==> config.mk <==
export PLATFORM = sky130hd
export DESIGN_NAME = b07_line_points
export DESIGN_NICKNAME = d
export VERILOG_FILES = /design/src/rtl/b07_line_points.sv
export SDC_FILE = /design/constraint.sdc
export NUM_CORES = 1
export LEC_CHECK = 0
export BUFFER_PORTS_ARGS = -buffer_cell sky130_fd_sc_hd__clkbuf_2
export CAP_MARGIN = 10
export CORE_MARGIN = 5
export CORE_UTILIZATION = 50
export DETAILED_ROUTE_END_ITERATION = 7
export PLACE_DENSITY = 0.73
export SLEW_MARGIN = 10
export SYNTH_ARGS = -nofsm -noshare
export SYNTH_HDL_FRONTEND = slang
export SYNTH_SLANG_ARGS = --single-unit
==> constraint.sdc <==
create_clock -name clock -period 2.1 [get_ports clock]
set_clock_uncertainty 0.05 [all_clocks]
set_input_delay 0 -clock clock [delete_from_list [all_inputs] [get_ports clock]]
set_output_delay 0 -clock clock [all_outputs]
set_load 0.05 [all_outputs]
==> src/rtl/b07_line_points.sv <==
`default_nettype none
// ============================================================================
// Module      : b07_line_points
// Description : Scans a 16-word point ROM and counts (x,y) pairs lying on
//               the line 3x + y = 2 (mod 256).
// Revision    : 1.0 - initial release
// ============================================================================
module b07_line_points #(
    parameter int LUNG_MEM = 15,
    parameter int DATA_W   = 8
) (
    input  logic              clock,
    input  logic              reset,
    input  logic              start,
    input  logic              __obs,
    output logic [DATA_W-1:0] punti_retta
);

    localparam int ADDR_W = $clog2(LUNG_MEM + 1);

    localparam logic [ADDR_W-1:0] c_last_addr = ADDR_W'(LUNG_MEM);
    localparam logic [DATA_W-1:0] c_on_line   = DATA_W'(2);

    localparam logic [2:0] S_RESET      = 3'd0;
    localparam logic [2:0] S_START      = 3'd1;
    localparam logic [2:0] S_LOAD_X     = 3'd2;
    localparam logic [2:0] S_UPDATE_MAR = 3'd3;
    localparam logic [2:0] S_LOAD_Y     = 3'd4;
    localparam logic [2:0] S_CALC_RETTA = 3'd5;
    localparam logic [2:0] S_INCREMENT  = 3'd6;

    logic [2:0]        r_state;
    logic [DATA_W-1:0] r_cont;
    logic [ADDR_W-1:0] r_mar;
    logic [DATA_W-1:0] r_x;
    logic [DATA_W-1:0] r_y;
    logic [DATA_W-1:0] r_t;
    logic [DATA_W-1:0] r_punti_retta;
    logic [DATA_W-1:0] w_rom;
    logic              w_obs_unused;

    // Debug observation input is deliberately kept out of the datapath.
    assign w_obs_unused = __obs;
    assign punti_retta  = r_punti_retta;

    always_comb begin
        w_rom = '0;
        case (r_mar)
            4'd0:    w_rom = DATA_W'(1);
            4'd1:    w_rom = DATA_W'(255);
            4'd5:    w_rom = DATA_W'(2);
            4'd9:    w_rom = DATA_W'(2);
            4'd10:   w_rom = DATA_W'(255);
            4'd11:   w_rom = DATA_W'(5);
            4'd13:   w_rom = DATA_W'(2);
            4'd15:   w_rom = DATA_W'(2);
            default: w_rom = '0;
        endcase
    end

    // x accumulates x -> 3x -> 3x+y across the per-pair states.
    always_ff @(posedge clock or negedge reset) begin
        if (!reset) begin
            r_state       <= S_RESET;
            r_cont        <= '0;
            r_mar         <= '0;
            r_x           <= '0;
            r_y           <= '0;
            r_t           <= '0;
            r_punti_retta <= '0;
        end else begin
            case (r_state)
                S_RESET: r_state <= S_START;
                S_START: begin
                    if (start) begin
                        r_cont        <= '0;
                        r_punti_retta <= '0;
                        r_mar         <= '0;
                        r_state       <= S_LOAD_X;
                    end
                end
                S_LOAD_X: begin
                    r_x     <= w_rom;
                    r_state <= S_UPDATE_MAR;
                end
                S_UPDATE_MAR: begin
                    r_mar   <= r_mar + ADDR_W'(1);
                    r_t     <= {r_x[DATA_W-2:0], 1'b0};
                    r_state <= S_LOAD_Y;
                end
                S_LOAD_Y: begin
                    r_y     <= w_rom;
                    r_x     <= r_x + r_t;
                    r_state <= S_CALC_RETTA;
                end
                S_CALC_RETTA: begin
                    r_x     <= r_x + r_y;
                    r_state <= S_INCREMENT;
                end
                S_INCREMENT: begin
                    if (r_mar != c_last_addr) begin
                        if (r_x == c_on_line) begin
                            r_cont <= r_cont + DATA_W'(1);
                        end
                        r_mar   <= r_mar + ADDR_W'(1);
                        r_state <= S_LOAD_X;
                    end else if (!start) begin
                        // Last pair is folded straight into the published count.
                        r_punti_retta <= (r_x == c_on_line) ? r_cont + DATA_W'(1) : r_cont;
                        r_state       <= S_START;
                    end
                end
                default: r_state <= S_RESET;
            endcase
        end
    end

endmodule
`default_nettype wire

* After elaboration in Yosys (flattened, before gate mapping)
Memory sizes are Yosys's and may differ from the RTL's.
Cells that the tools add are included.
** Cells by class
- $add $sub $neg :: 4
- Equal/unequal tests :: 13
- Multiplexer cells :: 15
- Reductions and logical operators :: 8
** Operator list (count)
- $mux 8 :: 5
- $pmux 8 s2 :: 2
- $pmux 8 s3 :: 1
- $pmux 3 s7 :: 1
- $add 8x8->8 :: 2
- $pmux 4 s3 :: 1
- $eq 3x3->1 const B :: 3
- $mux 3 :: 3
- $add 8x1->8 const B :: 1
- $eq 8x2->1 const B :: 1
- $mux 4 :: 2
- $ne 2x2->1 const B :: 4
- $eq 3x2->1 const B :: 2
- $reduce_and 3->1 :: 2
- $reduce_bool 3->1 :: 2
- $add 4x1->4 const B :: 1
- $ne 4x4->1 const B :: 1
- $reduce_and 4->1 :: 1
- $eq 3x1->1 const B :: 1
- $logic_not 3->1 :: 1
- $ne 3x3->1 const B :: 1
- $reduce_and 2->1 :: 1
- $reduce_bool 2->1 :: 1
** Storage, ports and cells
- Bits in registers :: 46
- ROM bits :: 128
- Input port bits :: 4
- Logic and storage cells :: 48
- Memories kept :: 1
** Memory list
- (name not given) :: words 16, bits a word 8, read ports 1, clocked after Yosys merged registers in 0, wr ports 0, RTL line 48 : case (r_mar)

* Logic depth before layout (Yosys ltp)
Gate-level depths: netlist of run 1.
- Word-level depth :: 5
- Gate-level depth with buffers :: 8

* Worst setup path before layout of run 1
OpenSTA, ideal clock, no wires.
- Path kind :: register to register
- Start point :: reg r_x[1]
- End point :: reg r_x[7]
- Library setup time :: 141 ps
- Arrival time :: 1728 ps
- Data required time :: 1909 ps
- Path slack :: 181 ps
- Cell stages (with the launch flop) :: 8
- Buffers on the path :: 0
- Clock period less this slack :: 1919 ps
- Cells stage by stage :: dfrtp_1 > ha_1 > fa_1 > a211oi_1 > o21bai_1 > a21oi_1 > xnor2_1 > o221ai_1
** Between the ends
- Word-level cells in the longest chain between the ends :: 2
** RTL lines
- start: declaration :: RTL line 35 : logic [DATA_W-1:0] r_x;
- start signal: assignment :: RTL line 83 : r_x <= w_rom;
- start signal: assignment :: RTL line 93 : r_x <= r_x + r_t;
- start signal: assignment :: RTL line 97 : r_x <= r_x + r_y;
- $add 8x8->8, on equally long branches :: RTL line 97, 93
- $pmux 8 s3 * :: RTL line 72 : case (r_state)
Mark *: on every way between the ends. The rest lies on a longest branch, timed or not.
A chain may end at the register's enable or synchronous reset.

* Worst setup path in the final report of run 1
- Start point :: reg r_x[4]
- End point :: reg r_x[6]
The elaborated chain is that of the path after synthesis.

==> results.toml, run 1 <==
[run_status]
status = "completed"

[logic_synthesis]
ys_async_sr_fraction_pct = 100
yosysUniqueCellTypes = 52
seq_area_frac_synth_pct = 38.3
netlist_instances = 299
yosys_warnings = 0
synthTopCellsByCount = "dfrtp_1, nand2_1, o21ai_0"
synth_area_leaders = "dfrtp_1, ha_1, nand2_1"
synthesis.nets = 322
yosysMostFrequentCell = "dfrtp_1"
ys_ff_latch = 42
synth_largest_area_cell = "dfrtp_1"
syn_avg_cell_area_um2 = 9.17
synth_top_area_share_pct = 38.3
ys.flop_type = "dfrtp_1"
synth_edf_count = 0
synth_area_um2 = 2740

[power]
clkPwrFrac_pct = 11.7
p_comb_share_pct = 59.2
ir_worst_vdd_v = 0.000622
seq_power_share_pct = 29.1
swShare_pct = 45.2
p_int_mw = 2.54
p_sw_mw = 2.10
power_leakage_nw = 1.40
p_per_area_nw_per_um2 = 1500

[global_route]
track_usage_pct = 17.3
grt_antenna_before_repair = 0
grt-ovfl-total = 0
grt_util_met1_pct = 23.0
use_met2_pct = 28.4
grt_first_pass_wirelength_um = 9880
grt_max_degree = 22
grt_pass1_vias = 2129
use_met3_pct = 3.46
top_usage_layer = "met2"

[worst_hold_path]
hold_start = "start"
min_to = "r_state[2]"
hold_depth = 5
min_path_type = "in2reg"

[critical_path]
r2r-start = "r_x[4]"
critPathKind = "reg2reg"
r2r_slack_ns = 0.09
end_kind = "flip-flop"
crit_required_ns = 2.23
crit_fanout = 6
r2r-end = "r_x[6]"
reg2regPathDepth = 6
cp-start-kind = "flip-flop"
arrival_ns = 2.15

[clock_tree]
insertion_delay_ns = 0.30
root_buffer = "clkbuf_8"
clk_pin_slew_ns = 0.10
cts.sink_count = 42
tritoncts = "yes"
cts_htree_levels = 2
numCtsBuffers = 5
clock_path_buffers = 2

[sta]
setup_violations = 0
worst_pin_slew_ns = 0.462
maxSlewViolCount = 0
maxSlewHeadroom_pct = 69.1
setup_ws_ns = 0.0864
fin_tns_setup_ns = 0
max_clock_freq_mhz = 497
min_period_ns = 2.01
fin_crit_sh_pct = 95.9
finalHoldViolations = 0

[layout]
syn2layout_area_growth_pct = 13.0
fin_util_pct = 57.3
diodes = 0
nets = 348
multi_input_area_um2 = 1600
finalNonFillerCells = 398
drive_above_1_share_pct = 18.4
fillers = 492
regArea_um2 = 1050

[route]
dr.first_iter.drc_count = 59
via_count = 2270
vias_per_cell = 5.70
wirelength_um = 5890
ant_nets = 0
wire_per_inst_um = 14.8
drcViolationCount = 0
first_pass_iters = 4

[floorplan]
rows = 27
initial_core_util_pct = 50.7
chipWidth_um = 84.0
die_area_um2 = 7060
core_um2 = 5410
chipHeight_um = 84.0
boundaryPins = 12

[placed_design]
place_congestion = 0.889
pre_cts_slack_ns = 0.0183
dp_cells = 385
dp_hpwl_um = 4320
io_buffers = 10

[flow_run]
cap_viol_max_count = 0
placed cells by master, fill, tap and decap left out, types with 2 or more instances in the layout:
cell      count
a41oi_1       2
o21bai_1      3
nand4_1       2
a211oi_1      6
dfrtp_2       2
xnor2_1      11
a31oi_1       4
nor3_1        3
buf_4        22
clkbuf_2     10
mux2i_1       3
clkbuf_8      5
a221oi_1      2
dfrtp_1      40
inv_1         9
o31ai_1       9
o22ai_1       4
o21a_1        3
xor2_1        8
nor2_1       13
ha_1         16
nand2b_1      5
a21o_1        9
mux2_2        6
o21ai_1       9
nand2_1      40
o21ai_0      23
o21ai_2       2
and3_1        3
nand3_1       7
nor2b_1       3
a21oi_1      13
per-stage QoR:
stage / cell area [µm²] / hold slack [ns] / total power, mW
3_5_place_dp: 2950 / -0.0969 / 4.01
3_3_place_gp: 2950 / -0.0984 / 3.94
2_1_floorplan: 2740 / -0.346 / 3.36
6_report: 3100 / 0.0560 / 4.64
5_1_grt: 3100 / 0.0835 / 5.05
4_1_cts: 3050 / 0.0484 / 4.57
kinds of logic (layout without fill, tap and decap cells):
family	Yosys count	after routing	synth area share, %
muxes	9	9	3.56
xor gates and xnor gates	19	19	6.07
AOI/OAI and AO/OA	101	101	23.9
and+or+nand+nor	85	85	15.1
adders and majority gates	19	19	9.22
DFF	42	42	38.3
buffers and inverters	24	51	3.83
sequential cells by signal (all words and copies together) (netlist names):
register,count
r_y,4
r_mar,4
r_t,7
r_state,3
r_x,8
r_cont,8
punti_retta,8
what timing repair did:
action	in CTS	in global routing
setup buffers	0	4
hold buffers	1	0
resized for setup	0	7
endpoints found under the setup margin	0	6
hold endpoints to repair	38	0
worst max path at each step:
| stage | startpoint | end | slack (ns) | cells past startpoint |
|---|---|---|---|---|
| 2_1_floorplan | r_x[1] | r_x[7] | 0.18 | 7 |
| 3_5_place_dp | r_x[1] | r_x[7] | 0.02 | 7 |
| 6_report | r_x[4] | r_x[6] | 0.09 | 6 |
| 4_1_cts | r_x[1] | r_x[7] | 0.008 | 7 |
| 3_3_place_gp | r_x[1] | r_x[7] | 0.07 | 7 |
| 5_1_grt | r_x[4] | r_x[6] | -0.03 | 6 |
cell type report:
type / count / area share (%)
inverters: 10 / 1.21
flip-flops and latches: 42 / 34.0
clock buffers: 5 / 2.22
clock inverters: 3 / 0.687
repair buffers: 33 / 7.27
multi-input cells: 233 / 51.7
well taps: 72 / 2.91
power groups by stage:
stage               clock network [mW]  registers, mW  logic (mW)
CTS                              0.556           1.34        2.67
global route                     0.581           1.39        3.08
detailed placement                   0           1.36        2.65
global placement                     0           1.35        2.59
finish                           0.542           1.35        2.75
floorplan                            0           1.32        2.03
layer usage:
layer,share of wire (%),up-vias
met5,0,-
met4,0.66,0
met3,3.9,2
met2,48,42
met1,47,1084
li1,-,1142
worst max-delay path, cell delays in order (launching register included):
cell      delay (ns)
dfrtp_1         0.47
ha_1            0.39
and3_1          0.20
a221oi_1        0.32
xnor2_1         0.14
a31oi_1         0.23
o31ai_2         0.09
Note: power is estimated with default switching activity, not from simulation.
==> run 2: changes to the inputs <==
--- a/config.mk
+++ b/config.mk
@@ -5,10 +5,12 @@
 export SDC_FILE = /design/constraint.sdc
 export NUM_CORES = 1
 export LEC_CHECK = 0
+export ABC_AREA = 1
 export BUFFER_PORTS_ARGS = -buffer_cell sky130_fd_sc_hd__clkbuf_2
 export CAP_MARGIN = 10
 export CORE_MARGIN = 5
 export CORE_UTILIZATION = 50
+export CTS_CLUSTER_SIZE = 40
 export DETAILED_ROUTE_END_ITERATION = 7
 export PLACE_DENSITY = 0.73
 export SLEW_MARGIN = 10
==> results.toml, run 2 <==
[logic_synthesis]
yosysMostFrequentCell = "nand2_1"
yosys_warnings = 0
synthTopCellsByCount = "nand2_1, dfrtp_1, inv_1"
ys_ff_latch = 42
synth_top_area_share_pct = 36.8
synth_area_um2 = 2860
syn_avg_cell_area_um2 = 7.22
synthesis.nets = 419
yosysUniqueCellTypes = 32
ys_async_sr_fraction_pct = 100
synth_area_leaders = "dfrtp_1, nand2_1, ha_1"
ys.flop_type = "dfrtp_1"
netlist_instances = 396
synth_largest_area_cell = "dfrtp_1"
synth_edf_count = 0
seq_area_frac_synth_pct = 36.8

[critical_path]
crit_required_ns = 2.23
critPathMaxStageDelay_ns = 0.44
cp-start-kind = "flip-flop"
path_delay_family = "adder cells"
arrival_ns = 1.96
end_kind = "flip-flop"
crit_top_cell = "nand3b_1"
critPathKind = "reg2reg"
path_buf_inv = 0
worst_path_max_delay_cell = "dfrtp_1"
crit_chain = "ha_1 > fa_1 > nand2_1 > nand2_1 > nand3b_1 > nand3b_1 > nand3_1 > nand3b_1"
crit_fanout = 6

[layout]
drive_above_1_share_pct = 10.1
regArea_um2 = 1050
fillers = 536
fin_util_pct = 56.1
final_common_cell = "nand2_1"
multi_input_area_um2 = 1610
final_cell_mix = "nand2_1, dfrtp_1, inv_1"
nets = 437
fin_area_um2 = 3110
diodes = 0
syn2layout_area_growth_pct = 8.76

[placed_design]
placed_area_um2 = 3000
io_buffers = 10
place_congestion = 0.887
pre_cts_slack_ns = 0.305
dp_hpwl_um = 4630

[power]
power_leakage_nw = 1.73
p_total_mw = 1.35
ir_worst_vdd_v = 0.000383
p_per_area_nw_per_um2 = 435

[sta]
maxSlewHeadroom_pct = 64.5
fin_crit_sh_pct = 87.1
worst_pin_slew_ns = 0.531
setup_ws_ns = 0.271
maxSlewViolCount = 0
finalHoldViolations = 0
max_clock_freq_mhz = 547
rsz0062_at_grt = "no"
setup_violations = 0
min_period_ns = 1.83
fin_tns_setup_ns = 0

[run_status]
status = "completed"

[floorplan]
rows = 27
die_area_um2 = 7330
chipWidth_um = 85.6
chipHeight_um = 85.6
initial_core_util_pct = 51.6
core_um2 = 5540
boundaryPins = 12

[route]
vias_per_cell = 5.24
first_pass_iters = 4
wirelength_um = 6110
via_count = 2552
dr.first_iter.drc_count = 143
ant_nets = 0
drcViolationCount = 0
wire_per_inst_um = 12.5

[worst_hold_path]
min_path_type = "in2async"

[clock_tree]
cts.sink_count = 42
clock_path_buffers = 2
root_buffer = "clkbuf_8"
cts_htree_levels = 2
numCtsBuffers = 5
insertion_delay_ns = 0.29
tritoncts = "yes"
clk_pin_slew_ns = 0.08

[global_route]
grt_pass1_vias = 2455
grt_max_degree = 20
track_usage_pct = 18.1
grt_first_pass_wirelength_um = 11000
grt_antenna_before_repair = 0
grt-ovfl-total = 0

[flow_run]
cap_viol_max_count = 0
[run 2: layout make-up]
cell class | instances | share of cell area [%]
flip-flops and latches | 42 | 33.8
repair buffers | 16 | 3.22
well taps | 72 | 2.90
multi-input cells | 305 | 51.9
inverters | 44 | 5.39
clock buffers | 6 | 2.33
clock inverters | 2 | 0.443
[run 2: final timing paths]
check | startpoint | to | slack (ns) | depth (start not counted)
min in group clock | punti_retta[6] | punti_retta[6] | 0.44 | 2
worst min register to register | punti_retta[6] | punti_retta[6] | 0.44 | 2
max in group asynchronous | reset | r_x[1] | 1.30 | 3
worst min-delay path | reset | r_x[6] | 0.11 | 2
worst max register to register | r_x[1] | r_x[7] | 0.27 | 8
worst max-delay path | r_x[1] | r_x[7] | 0.27 | 8
[run 2: cell families (layout without fill, tap and decap cells)]
group | after synthesis | in the layout | synth area share, %
and+or+nand+nor | 240 | 240 | 37.7
buffers and inverters | 49 | 68 | 6.79
DFF | 42 | 42 | 36.8
AOI/OAI and AO/OA | 39 | 39 | 7.71
adders and majority gates | 19 | 19 | 8.84
xor gates and xnor gates | 7 | 7 | 2.15
[run 2: stage by stage]
stage          hold slack (ns)  std cells
2_1_floorplan           -0.346        396
5_1_grt                  0.142        487
4_1_cts                  0.105        487
6_report                 0.110        487
3_3_place_gp            -0.115        477
3_5_place_dp            -0.107        477
[run 2: per-layer routing]
layer,up-vias,GRT usage [%],wire (µm)
li1,1318,-,-
met3,4,3.27,210
met1,1184,24.9,3050
met2,46,29.7,2810
met5,-,0,0
met4,0,3.88,36
[run 2: worst register-to-register path, stage by stage, from the launching register on]
cell and delay (ns):
dfrtp_1 0.44, ha_1 0.27, fa_1 0.43, nand2_1 0.10
nand2_1 0.08, nand3b_1 0.11, nand3b_1 0.08, nand3_1 0.09
nand3b_1 0.07
[run 2: timing repair]
action,CTS,global route
setup endpoints to repair,0,0
setup buffers,0,0
resized for setup,0,0
hold endpoints to repair,43,0
hold buffers,2,0
[run 2: where the power goes]
part	internal (mW)	switching [mW]	total (mW)
Sequential	0.808	0	0.808
Clock	0.235	0.286	0.521
Combinational	0.00625	0.0183	0.0245
